File: src/rtl/cmd_seq_pkg.sv
// Shared definitions for the command FIFO sequencer: state encoding,
// command address field position and the default NOP address.
package cmd_seq_pkg;

   typedef enum logic [1:0] {
      IDLE     = 2'd0,
      WAIT     = 2'd1,
      DISPATCH = 2'd2,
      GAP      = 2'd3
   } seq_state_e;

   localparam logic [11:0] DEFAULT_NOP_ADDRESS = 12'hFFF;
   localparam int          ADDR_MSB            = 15;
   localparam int          ADDR_LSB            = 4;
   localparam int          CNT_W               = 4;

   // A command word whose address field matches nop_addr carries no command.
   function automatic logic is_nop(input logic [15:0] word, input logic [11:0] nop_addr);
      return (word[ADDR_MSB:ADDR_LSB] == nop_addr);
   endfunction

endpackage

File: src/rtl/cmd_seq_down_counter.sv
// Loadable down-counter with a zero flag. Load has priority over
// decrement, and decrement stops at zero.
module cmd_seq_down_counter
   import cmd_seq_pkg::*;
(
   input  logic             clk_i,
   input  logic             rst_i,
   input  logic             load_i,
   input  logic [CNT_W-1:0] load_val_i,
   input  logic             dec_i,
   output logic             zero_o
);

   logic [CNT_W-1:0] count_q, count_d;

   assign zero_o = (count_q == '0);

   // Next count: load, else decrement while non-zero.
   always_comb begin
      count_d = count_q;
      if (load_i) begin
         count_d = load_val_i;
      end else if (dec_i && !zero_o) begin
         count_d = count_q - CNT_W'(1);
      end
   end

   // Count register with synchronous reset.
   always_ff @(posedge clk_i) begin
      if (rst_i) begin
         count_q <= '0;
      end else begin
         count_q <= count_d;
      end
   end

endmodule

File: src/rtl/command_fifo_sequencer.sv
// Command FIFO sequencer: pops one 16-bit command word at a time, waits
// out the FIFO read latency, strobes the word to the command decoders
// (NOP words are dropped with a NopSeen pulse) and then enforces an idle
// gap before the next pop.
// Optional build macro CMD_SEQ_COUNTER_EN adds the DispatchCount output.
//
// FIFO handshake: FifoRdEn is a one-cycle pop request, raised only in
// IDLE while FifoEmpty=0 and Hold=0; the word it pops is taken from
// FifoDout exactly FIFO_READ_LATENCY cycles later. Only one pop is ever
// outstanding because the FSM leaves IDLE in the same cycle as the pop.
module command_fifo_sequencer
   import cmd_seq_pkg::*;
#(
   parameter int          FIFO_READ_LATENCY = 1,
   parameter int          CMD_GAP           = 2,
   parameter logic [11:0] NOP_ADDRESS       = DEFAULT_NOP_ADDRESS
) (
   input  logic        Clk,
   input  logic        reset,
   input  logic        FifoEmpty,
   input  logic [15:0] FifoDout,
   input  logic        Hold,
   output logic        FifoRdEn,
   output logic        CommandFifoReadEn,
   output logic [15:0] COMMAND_WORD,
   output logic        Busy,
   output logic        NopSeen,
`ifdef CMD_SEQ_COUNTER_EN
   output logic [15:0] DispatchCount,
`endif
   output seq_state_e  DbgState
);

   localparam logic [CNT_W-1:0] LAT_LOAD = CNT_W'(FIFO_READ_LATENCY - 1);
   localparam logic [CNT_W-1:0] GAP_LOAD = (CMD_GAP > 0) ? CNT_W'(CMD_GAP - 1) : '0;

   seq_state_e  state_q;
   logic        strobe_q;
   logic        nop_q;
   logic [15:0] cmd_word_q;
   logic        pop;
   logic        lat_zero;
   logic        gap_zero;

   // A pop is never issued while reset is held, so no word is lost to it.
   assign pop               = (state_q == IDLE) && !FifoEmpty && !Hold && !reset;
   assign FifoRdEn          = pop;
   assign Busy              = (state_q != IDLE);
   assign CommandFifoReadEn = strobe_q;
   assign NopSeen           = nop_q;
   assign COMMAND_WORD      = cmd_word_q;
   assign DbgState          = state_q;

   cmd_seq_down_counter u_lat_cnt (
      .clk_i      (Clk),
      .rst_i      (reset),
      .load_i     (pop),
      .load_val_i (LAT_LOAD),
      .dec_i      (state_q == WAIT),
      .zero_o     (lat_zero)
   );

   cmd_seq_down_counter u_gap_cnt (
      .clk_i      (Clk),
      .rst_i      (reset),
      .load_i     (state_q == DISPATCH),
      .load_val_i (GAP_LOAD),
      .dec_i      (state_q == GAP),
      .zero_o     (gap_zero)
   );

   // Sequencer FSM; the strobe, NOP pulse and word are registered so they
   // all appear together in the DISPATCH cycle.
   always_ff @(posedge Clk) begin
      if (reset) begin
         state_q    <= IDLE;
         strobe_q   <= 1'b0;
         nop_q      <= 1'b0;
         cmd_word_q <= 16'h0000;
      end else begin
         strobe_q <= 1'b0;
         nop_q    <= 1'b0;
         case (state_q)
            IDLE: begin
               if (pop) begin
                  state_q <= WAIT;
               end
            end
            WAIT: begin
               if (lat_zero) begin
                  state_q <= DISPATCH;
                  if (is_nop(FifoDout, NOP_ADDRESS)) begin
                     nop_q <= 1'b1;
                  end else begin
                     cmd_word_q <= FifoDout;
                     strobe_q   <= 1'b1;
                  end
               end
            end
            DISPATCH: begin
               state_q <= (CMD_GAP == 0) ? IDLE : GAP;
            end
            GAP: begin
               if (gap_zero) begin
                  state_q <= IDLE;
               end
            end
            default: state_q <= IDLE;
         endcase
      end
   end

`ifdef CMD_SEQ_COUNTER_EN
   logic [15:0] dispatch_cnt_q;

   // Count real dispatches, saturating at all-ones.
   always_ff @(posedge Clk) begin
      if (reset) begin
         dispatch_cnt_q <= 16'h0000;
      end else if (strobe_q && (dispatch_cnt_q != 16'hFFFF)) begin
         dispatch_cnt_q <= dispatch_cnt_q + 16'd1;
      end
   end

   assign DispatchCount = dispatch_cnt_q;
`endif

endmodule

File: config.mk
export PLATFORM = sky130hd
export DESIGN_NAME = command_fifo_sequencer
export DESIGN_NICKNAME = d
export VERILOG_FILES = /design/src/rtl/cmd_seq_pkg.sv /design/src/rtl/cmd_seq_down_counter.sv /design/src/rtl/command_fifo_sequencer.sv
export SDC_FILE = /design/constraint.sdc
export NUM_CORES = 1
export LEC_CHECK = 0
export BUFFER_PORTS_ARGS = -buffer_cell sky130_fd_sc_hd__buf_2
export CORE_MARGIN = 1.5
export CORE_UTILIZATION = 53
export DETAILED_ROUTE_END_ITERATION = 10
export GPL_TIMING_DRIVEN = 0
export PLACE_DENSITY = 0.8
export SKIP_CTS_REPAIR_TIMING = 1
export SYNTH_ARGS = -nofsm -noshare
export SYNTH_HDL_FRONTEND = slang
export SYNTH_HIERARCHICAL = 1
export SYNTH_SLANG_ARGS = --single-unit
File: constraint.sdc
create_clock -name Clk -period 4.22 [get_ports Clk]
set_input_delay 0.211 -clock Clk [delete_from_list [all_inputs] [get_ports Clk]]
set_output_delay 0.211 -clock Clk [all_outputs]
set_load 0.005 [all_outputs]
==> flow_summary.yaml <==
floorplanning:
  start_util_pct: 56.05
  rows: 19
  die_w_um: 57.24
  ioPinCount: 42
  die-area_um2: 3276
  coreArea_um2: 2781
  die_h_um: 57.24
worst_setup_path:
  crit_path_end_kind: "output port"
  start_kind: "register"
  cp_slowest_cell: "nor4_1"
  crit_top_cell: "inv_1"
  crit_path_max_fanout: 5
  cp.arrival_ns: 2.08
  crit_chain: "inv_1 -> ha_1 -> inv_1 -> nor4_1 -> buf_2"
  slowest_delay_ns: 0.71
  cp_top_family: "simple AND/OR/NAND/NOR gates"
  critical_path_required_ns: 4.01
  cp_num_buf_inv: 3
  crit_type: "register to output port"
grt:
  antenna_found_initial: 0
  grt_first_pass_wirelength_mm: 5.892
  track_usage_pct: 22.47
  grt_start_max_net_pins: 20
  grt_pass1_vias: 1381
  globalRouteOverflowTotal: 0
finish:
  multiInputGateArea_um2: 937.1
  nFillCells: 240
  register_area_um2: 560.5
  layout_common_cells: "buf_2, dfxtp_1, nand2b_1, mux2i_1, inv_1"
  antennaDiodeCount: 0
  drive_above_1_share_pct: 26.05
  syn2layout_area_growth_pct: 20.47
  final_common_cell: "buf_2"
  fin_nets: 243
clock_tree:
  cts_buffers: 3
  h-tree-depth: 1
  cts_buffer_depth: 2
  cts_tree: "yes"
  cts-root-buf: "clkbuf_4"
  clk_pin_slew_ns: 0.16
  clk-insertion-delay-late_ns: 0.33
  clock-sinks: 28
synth:
  synth.cell_area_um2: 1559
  netlist_instances: 164
  synth-seq-area-share_pct: 35.96
  ys_types: 33
  ys.warnings.count: 6
  avgSynthCellArea_um2: 9.506
  synth_seq_cells: 28
power_and_ir_drop:
  power_w: 0.001041
  p_leak_nw: 0.7794
  p_per_area_nw_per_um2: 554.5
  worst_ir_drop_vdd_mv: 0.3904
placement:
  port_buffers: 41
  gp_congestion: 0.8605
  dp_hpwl_mm: 2.716
routing:
  viasPerCell: 5.455
  drc: 0
  drtIter0Drc: 48
  ant_nets: 0
  vias: 1342
  routed_wl_mm: 3.493
  dr.pass1.iters: 4
  wl_per_cell_um: 14.20
sta:
  rsz0062_at_grt: "false"
  relSlewSlack_pct: 37.44
  slew_viol_final: 0
  hold_viol: 0
  fin_crit_sh_pct: 54.18
  min_period_ns: 2.286
  clock_skew_ns: 0.004855
  fmax_ghz: 0.4374
  tightest_slew_ns: 0.9298
  setup_violations: 0
  fin_setup_tns_ns: 0
min_path:
  hold_path.class: "input port to register"
job:
  cap_violations: 0
run_status:
  status: "complete, no violations"
-- logic make-up after synthesis --
group | after synthesis | synth area share, %
buf+inv | 20 | 5.377
flops | 28 | 35.96
other cells | 2 | 0.4817
compound gates | 22 | 14.69
simple gates | 67 | 26.33
mux | 18 | 11.56
fa+ha+maj | 7 | 5.618
-- layer usage --
| metal | global-route usage, % | vias up | part of all wire [%] |
|---|---|---|---|
| met2 | 40.39 | 36 | 51 |
| met1 | 27.13 | 628 | 44 |
| met4 | 8.638 | 0 | 1.7 |
| met3 | 2.948 | 6 | 3.3 |
| met5 | 0 | - | 0 |
| li1 | - | 672 | - |
-- power breakdown --
| part | total, W | internal [W] | switching, W |
|---|---|---|---|
| Clock | 0.000179 | 0.0000961 | 0.0000825 |
| Sequential | 0.000389 | 0.000336 | 0.0000532 |
| Combinational | 0.000473 | 0.000227 | 0.000247 |
| Total | 0.00104 | 0.000659 | 0.000382 |
-- layout make-up --
type	count	area share, %
multi-input cells	122	49.90
well taps	31	2.065
repair buffers	41	10.93
inverters	15	2.998
flip-flops and latches	28	29.85
clock inverters	1	1.599
plain buffers	5	1.466
clock buffers	3	1.199
-- metrics by stage --
stage,hold slack (ns),utilization [%],instances,area [um2],setup slack [ns]
2_1_floorplan,0.2831,-,170,1582,2.277
6_report,0.1086,67.52,246,1878,1.934
3_3_place_gp,0.4511,65.63,242,1826,2.143
5_1_grt,0.1023,67.52,246,1878,1.790
3_5_place_dp,0.4705,65.63,242,1826,2.022
4_1_cts,0.1046,67.52,246,1878,1.936
-- synthesized netlist by cell type --
library cell | n | area, um2
nor4_1 | 1 | 6.260
nand2_1 | 9 | 33.78
o31ai_1 | 1 | 7.510
a311o_1 | 2 | 20.02
mux2i_1 | 18 | 180.2
nor4b_1 | 1 | 8.760
dfxtp_1 | 28 | 560.5
a211oi_1 | 2 | 15.01
o31a_4 | 1 | 17.52
nor4b_2 | 2 | 30.03
a2111oi_4 | 2 | 55.05
and2_1 | 1 | 6.260
nand4_1 | 3 | 18.77
buf_2 | 1 | 5.000
ha_1 | 7 | 87.58
buf_6 | 1 | 11.26
a21oi_1 | 1 | 5.000
nand4b_1 | 2 | 17.52
clkbuf_1 | 3 | 11.26
a31oi_1 | 1 | 6.260
inv_1 | 15 | 56.30
or3b_4 | 2 | 22.52
nand2b_1 | 21 | 131.4
a31o_2 | 1 | 8.760
and4_1 | 1 | 8.760
nand3_1 | 2 | 10.01
nor3_1 | 5 | 25.02
a21o_1 | 2 | 15.01
nor2_1 | 11 | 41.29
conb_1 | 2 | 7.510
nand4_2 | 1 | 12.51
or2b_1 | 5 | 37.54
a311oi_1 | 9 | 78.83
-- state kept, by name, summed over array words and instances, names as in the netlist --
| register | cells |
|---|---|
| COMMAND_WORD | 16 |
| u_gap_cnt/count_q | 4 |
| u_lat_cnt/count_q | 4 |
| DbgState | 2 |
| CommandFifoReadEn | 1 |
| NopSeen | 1 |
-- final timing paths --
path,start,to,slack (ns),cells past startpoint
min reg2reg,COMMAND_WORD[2],COMMAND_WORD[2],0.49,2
min,FifoDout[9],COMMAND_WORD[8],0.11,2
max reg2reg,u_lat_cnt/count_q[1],COMMAND_WORD[4],2.02,9
max,DbgState[1],FifoRdEn,1.93,5
Power figures use the tool's default switching activity.
